File: config.mk
export PLATFORM = sky130hd
export DESIGN_NAME = sparse_code_encoder
export DESIGN_NICKNAME = d
export VERILOG_FILES = /design/src/rtl/sparse_code_pkg.sv /design/src/rtl/sparse_code_map.sv /design/src/rtl/sparse_code_encoder.sv
export SDC_FILE = /design/constraint.sdc
export NUM_CORES = 1
export LEC_CHECK = 0
export ABC_AREA = 1
export CAP_MARGIN = 20
export CORE_ASPECT_RATIO = 0.8
export CORE_UTILIZATION = 44
export DETAILED_ROUTE_END_ITERATION = 8
export PLACE_DENSITY = 0.79
export SYNTH_ARGS = -nofsm -noshare
export SYNTH_HDL_FRONTEND = slang
export SYNTH_SLANG_ARGS = --single-unit
File: constraint.sdc
create_clock -name clk -period 1.7 [get_ports clk]
set_clock_uncertainty 0.05 [all_clocks]
set_input_delay 0.17 -clock clk [delete_from_list [all_inputs] [get_ports clk]]
set_output_delay 0.17 -clock clk [all_outputs]
set_load 0.01 [all_outputs]
File: src/rtl/sparse_code_pkg.sv
// Shared constants for the sparse code encoder/decoder pair.
// Both directions import this package, so the symbol and code values are defined only once.
package sparse_code_pkg;

    localparam logic [7:0] SYM_A  = 8'h40;
    localparam logic [7:0] SYM_B  = 8'h20;
    localparam logic [7:0] SYM_C  = 8'h04;
    localparam logic [7:0] CODE_A = 8'h2a;
    localparam logic [7:0] CODE_B = 8'h1f;

    typedef enum logic [1:0] {
        EMPTY,
        FULL,
        GAP
    } state_t;

endpackage

File: src/rtl/sparse_code_map.sv
// Combinational symbol-to-code map.
// Flags any symbol outside the three legal values as illegal.
module sparse_code_map
    import sparse_code_pkg::*;
#(
    parameter logic [7:0] DEFAULT_CODE = 8'h00
) (
    input  logic [7:0] i_sym,
    output logic [7:0] o_code,
    output logic       o_illegal
);

    always_comb begin
        o_code    = DEFAULT_CODE;
        o_illegal = 1'b0;
        case (i_sym)
            SYM_A:   o_code = CODE_A;
            SYM_B:   o_code = CODE_B;
            SYM_C:   o_code = DEFAULT_CODE;
            default: o_illegal = 1'b1;
        endcase
    end

endmodule

File: src/rtl/sparse_code_encoder.sv
// Encodes one-hot-style symbols into sparse selection codes through a one-entry output register.
// An optional idle gap after each output transfer gives the downstream decoder time to settle.
//   state | meaning
//   EMPTY | no output held, ready for a symbol
//   FULL  | code held on the output until it is transferred
//   GAP   | forced idle cycles after a transfer (HOLD_CYCLES > 0)
module sparse_code_encoder
    import sparse_code_pkg::*;
#(
    parameter int         HOLD_CYCLES  = 0,
    parameter logic [7:0] DEFAULT_CODE = 8'h00,
    parameter int         ERR_CNT_W    = 8
) (
    input  logic                 clk,
    input  logic                 rst_n,
    input  logic                 in_valid,
    output logic                 in_ready,
    input  logic [7:0]           in_sym,
    output logic                 out_valid,
    input  logic                 out_ready,
    output logic [7:0]           out_code,
    output logic                 out_err,
    output logic [ERR_CNT_W-1:0] err_count
);

    localparam int              GAP_W    = (HOLD_CYCLES > 1) ? $clog2(HOLD_CYCLES + 1) : 1;
    localparam logic [GAP_W-1:0] GAP_LOAD = GAP_W'(HOLD_CYCLES);
    localparam bit              NO_GAP   = (HOLD_CYCLES == 0);

    state_t               r_state;
    logic [GAP_W-1:0]     r_gap;
    logic                 r_valid;
    logic [7:0]           r_code;
    logic                 r_err;
    logic [ERR_CNT_W-1:0] r_err_cnt;

    logic [7:0] w_code;
    logic       w_illegal;
    logic       w_accept;
    logic       w_xfer;

    sparse_code_map #(
        .DEFAULT_CODE (DEFAULT_CODE)
    ) u_map (
        .i_sym     (in_sym),
        .o_code    (w_code),
        .o_illegal (w_illegal)
    );

    // With a gap configured, a new symbol may only enter from EMPTY.
    assign in_ready  = (r_state == EMPTY) || ((r_state == FULL) && out_ready && NO_GAP);
    assign w_accept  = in_valid && in_ready;
    assign w_xfer    = r_valid && out_ready;

    assign out_valid = r_valid;
    assign out_code  = r_code;
    assign out_err   = r_err;
    assign err_count = r_err_cnt;

    always_ff @(posedge clk or negedge rst_n) begin
        if (!rst_n) begin
            r_state   <= EMPTY;
            r_gap     <= '0;
            r_valid   <= 1'b0;
            r_code    <= 8'h00;
            r_err     <= 1'b0;
            r_err_cnt <= '0;
        end else begin
            if (w_accept) begin
                r_code <= w_code;
                r_err  <= w_illegal;
                if (w_illegal && (r_err_cnt != {ERR_CNT_W{1'b1}})) begin
                    r_err_cnt <= r_err_cnt + ERR_CNT_W'(1);
                end
            end
            case (r_state)
                EMPTY: begin
                    if (w_accept) begin
                        r_state <= FULL;
                        r_valid <= 1'b1;
                    end
                end
                FULL: begin
                    if (w_xfer && !w_accept) begin
                        r_valid <= 1'b0;
                        if (NO_GAP) begin
                            r_state <= EMPTY;
                        end else begin
                            r_state <= GAP;
                            r_gap   <= GAP_LOAD;
                        end
                    end
                end
                GAP: begin
                    if (r_gap <= GAP_W'(1)) begin
                        r_state <= EMPTY;
                        r_gap   <= '0;
                    end else begin
                        r_gap <= r_gap - GAP_W'(1);
                    end
                end
                default: begin
                    r_state <= EMPTY;
                    r_valid <= 1'b0;
                end
            endcase
        end
    end

endmodule

==> run metrics, run 1 <==
TritonCTS clock tree=built; Detailed Route WL=1837 µm; Slew HR=0.6082; Nets=167; Post-Synth XOR/XNOR Area=0.05014; Worst Setup Start Kind=register; Synth top area share=0.3725; RD Place Congestion=0.8247; TritonCTS buffer count=3; P&R area growth vs syn=34.67%; Setup Total Neg Slack=0 ps; H-Tree Depth=1; Synth Area in Compound Gates=0.01862; antenna-violating nets left=0; clk buf depth=2; gr ovfl total=0; post-route core utilization=0.6275; mapped cell area=873.3 µm²; top-count cell post-synth=nand2_1; R2R setup slack=170 ps; drc violations=0; Unique masters post-synth=18; GR Util All Layers=0.1971; Seq pwr share=0.439; Seq/Total Area, Yosys=0.3725; Final Power=1.004 mW; Core Area=roughly 1900 µm²; largest family of logic cells by synthesized area=simple AND/OR/NAND/NOR gates; total power per unit cell area=roughly 850 nW/µm²; Initial DRC Count=14; Commonest cells post-synth=nand2_1 (35), nor2_1 (21), dfrtp_1 (13), inv_1 (13), nand3_1 (11); Combinational Power Share=0.363; mux contribution to synthesized area=0; setup violators final=0; FF+latch count, synth=13; Yosys Warn Count=0; Pins Over Slew Limit=0; post-cts sizing count=0; Req. time, crit path=1820 ps; outcome=completed; Synth area leader=dfrtp_1; cts hold-fix bufs=0; vias per cell=about 4.6; Reg clk slew, reported paths=90 ps; antenna violations before repair=0; EDFF count, synth=0; Top FF cell, synth=dfrtp_1; clock latency on the worst-skew pair=280 ps; clock network fraction of total power=0.198; min cycle time layout=approximately 1500 ps; FF-to-FF path depth=7; Avg WL per Cell=10.38 µm; Reg-to-Reg Start=err_count[0]; reg2reg end=err_count[3]; CTS Root Cell=clkbuf_4; fmax=0.6527 GHz; VDD IR-drop max=781.3 µV; Switching Share=0.3421; largest cells by area after synthesis=dfrtp_1 (37%), nand2_1 (15%), nor2_1 (9.0%), nand3_1 (6.3%), inv_1 (5.6%); critical path class=reg -> reg; asr flop ratio synth=1.000; initial core utilization=0.4660; final hold violation count=0; Setup Fix Bufs, Post-CTS=0; Max Cap Violations=0; drt pass-1 iters=4; Power Internal=660.2 µW; largest net degree at the start of global routing=14; vias in the first global route=732; Gate Count Post-Synth=125; maximum fanout along the worst path=8; IO Pins=31; row count=14; layout cells sized above 1=0.1307; syn_area_per_cell=around 7 µm²; ant diodes=0; unrepaired setup endpoints after global routing=false; share of synthesized cell area in and, or, nand and nor gates=0.4198; post-route setup slack=167.8 ps; via count=slightly above 800; hpwl dp=1421 µm; Die ar.=2168 µm²; buffers added on ports=28; Least-Margin Pin Slew=585.9 ps; DP Worst Slack=138.5 ps; Net Switching=roughly 340 µW; crit path DAT=1650 ps; Tightest Hold Check Type=in -> async; die height=41.85 µm; Synth Area in Adders=0.01433; Die X=51.81 µm; clock sink total=13; first-pass GRT wire length=between 3000 and 4000 µm; Final Cycle Share=0.9013; Pleak=0.5893 nW; Worst setup EP type=register
-- power by group through the flow --
stage	logic [mW]	registers, mW	clock network [mW]
2_1_floorplan	0.156	0.465	0
3_5_place_dp	0.364	0.446	0
4_1_cts	0.369	0.441	0.202
3_3_place_gp	0.352	0.444	0
5_1_grt	0.408	0.455	0.215
6_report	0.364	0.441	0.199
-- through the flow --
step                hold WS [ps]  area, µm²  std cells
detailed placement         437.9       1150        173
floorplan                 -175.6      877.1        126
global placement           426.0       1150        173
CTS                        230.5       1176        177
finish                     204.3       1176        177
global route               255.9       1176        177
-- layer usage --
metal,wire length (µm),track usage
met1,870,0.2512
met2,874,0.3247
met3,92,0.06593
met4,0,0.03784
met5,0,0
-- state kept, by name (all words and copies together), names as in the netlist --
name and flops:
err_count 8, out_code 3, out_err 1, out_valid 1
-- how the worst max path moves through the flow --
| stage | start | endpoint | slack (ps) | cells after the start |
|---|---|---|---|---|
| final | err_count[0] | err_count[3] | 170 | 7 |
| after global routing | err_count[0] | err_count[3] | 80 | 7 |
| after CTS | err_count[0] | err_count[3] | 170 | 7 |
| after detailed placement | in_sym[2] | err_count[2] | 140 | 8 |
| after global placement | in_sym[2] | err_count[6] | 200 | 8 |
| after floorplan | err_count[0] | err_count[3] | 360 | 7 |
-- critical path, stage by stage, from the launching register on --
cell	delay, ps
dfrtp_1	440
ha_1	250
nand3_2	130
nor2_4	60
inv_2	140
nand3_2	170
nand2_1	120
nand2_1	70
-- cell type report --
cell class / instances / area (µm²)
Tap cell: 24 / 30.03
Clock buffer: 4 / 26.28
Multi-Input combinational cell: 90 / 446.7
Timing Repair Buffer: 28 / 280.3
Inverter: 18 / 67.56
Sequential cell: 13 / 325.3
Fill cell: 175 / 698.2
-- cells in the final DEF (no fill, tap or decap), drive strengths merged --
cell type and n:
xor2 3, dfrtp 13, o21ai 2, conb 2, clkbuf 4, inv 18, ha 1, a31oi 1
clkdlybuf4s50 28, nand3 13, nand2 42, nor2 24, xnor2 2
-- logic make-up (layout without fill, tap and decap cells) --
kind of cell,count (synthesis),count (layout)
and+or+nand+nor,79,79
buffers and inverters,23,50
DFF,13,13
xor gates and xnor gates,5,5
AOI/OAI and AO/OA,3,3
adders and majority gates,1,1
other,1,2
No activity file was read; power rests on OpenSTA's default activity.
==> run 2: changes to the inputs <==
--- a/config.mk
+++ b/config.mk
@@ -9,8 +9,10 @@
 export CAP_MARGIN = 20
 export CORE_ASPECT_RATIO = 0.8
 export CORE_UTILIZATION = 44
+export CTS_CLUSTER_DIAMETER = 80
 export DETAILED_ROUTE_END_ITERATION = 8
 export PLACE_DENSITY = 0.79
+export SLEW_MARGIN = 25
 export SYNTH_ARGS = -nofsm -noshare
 export SYNTH_HDL_FRONTEND = slang
 export SYNTH_SLANG_ARGS = --single-unit
==> results of run 2 <==
Same layout as run 1: the final DEF is identical, and so are final timing and power.
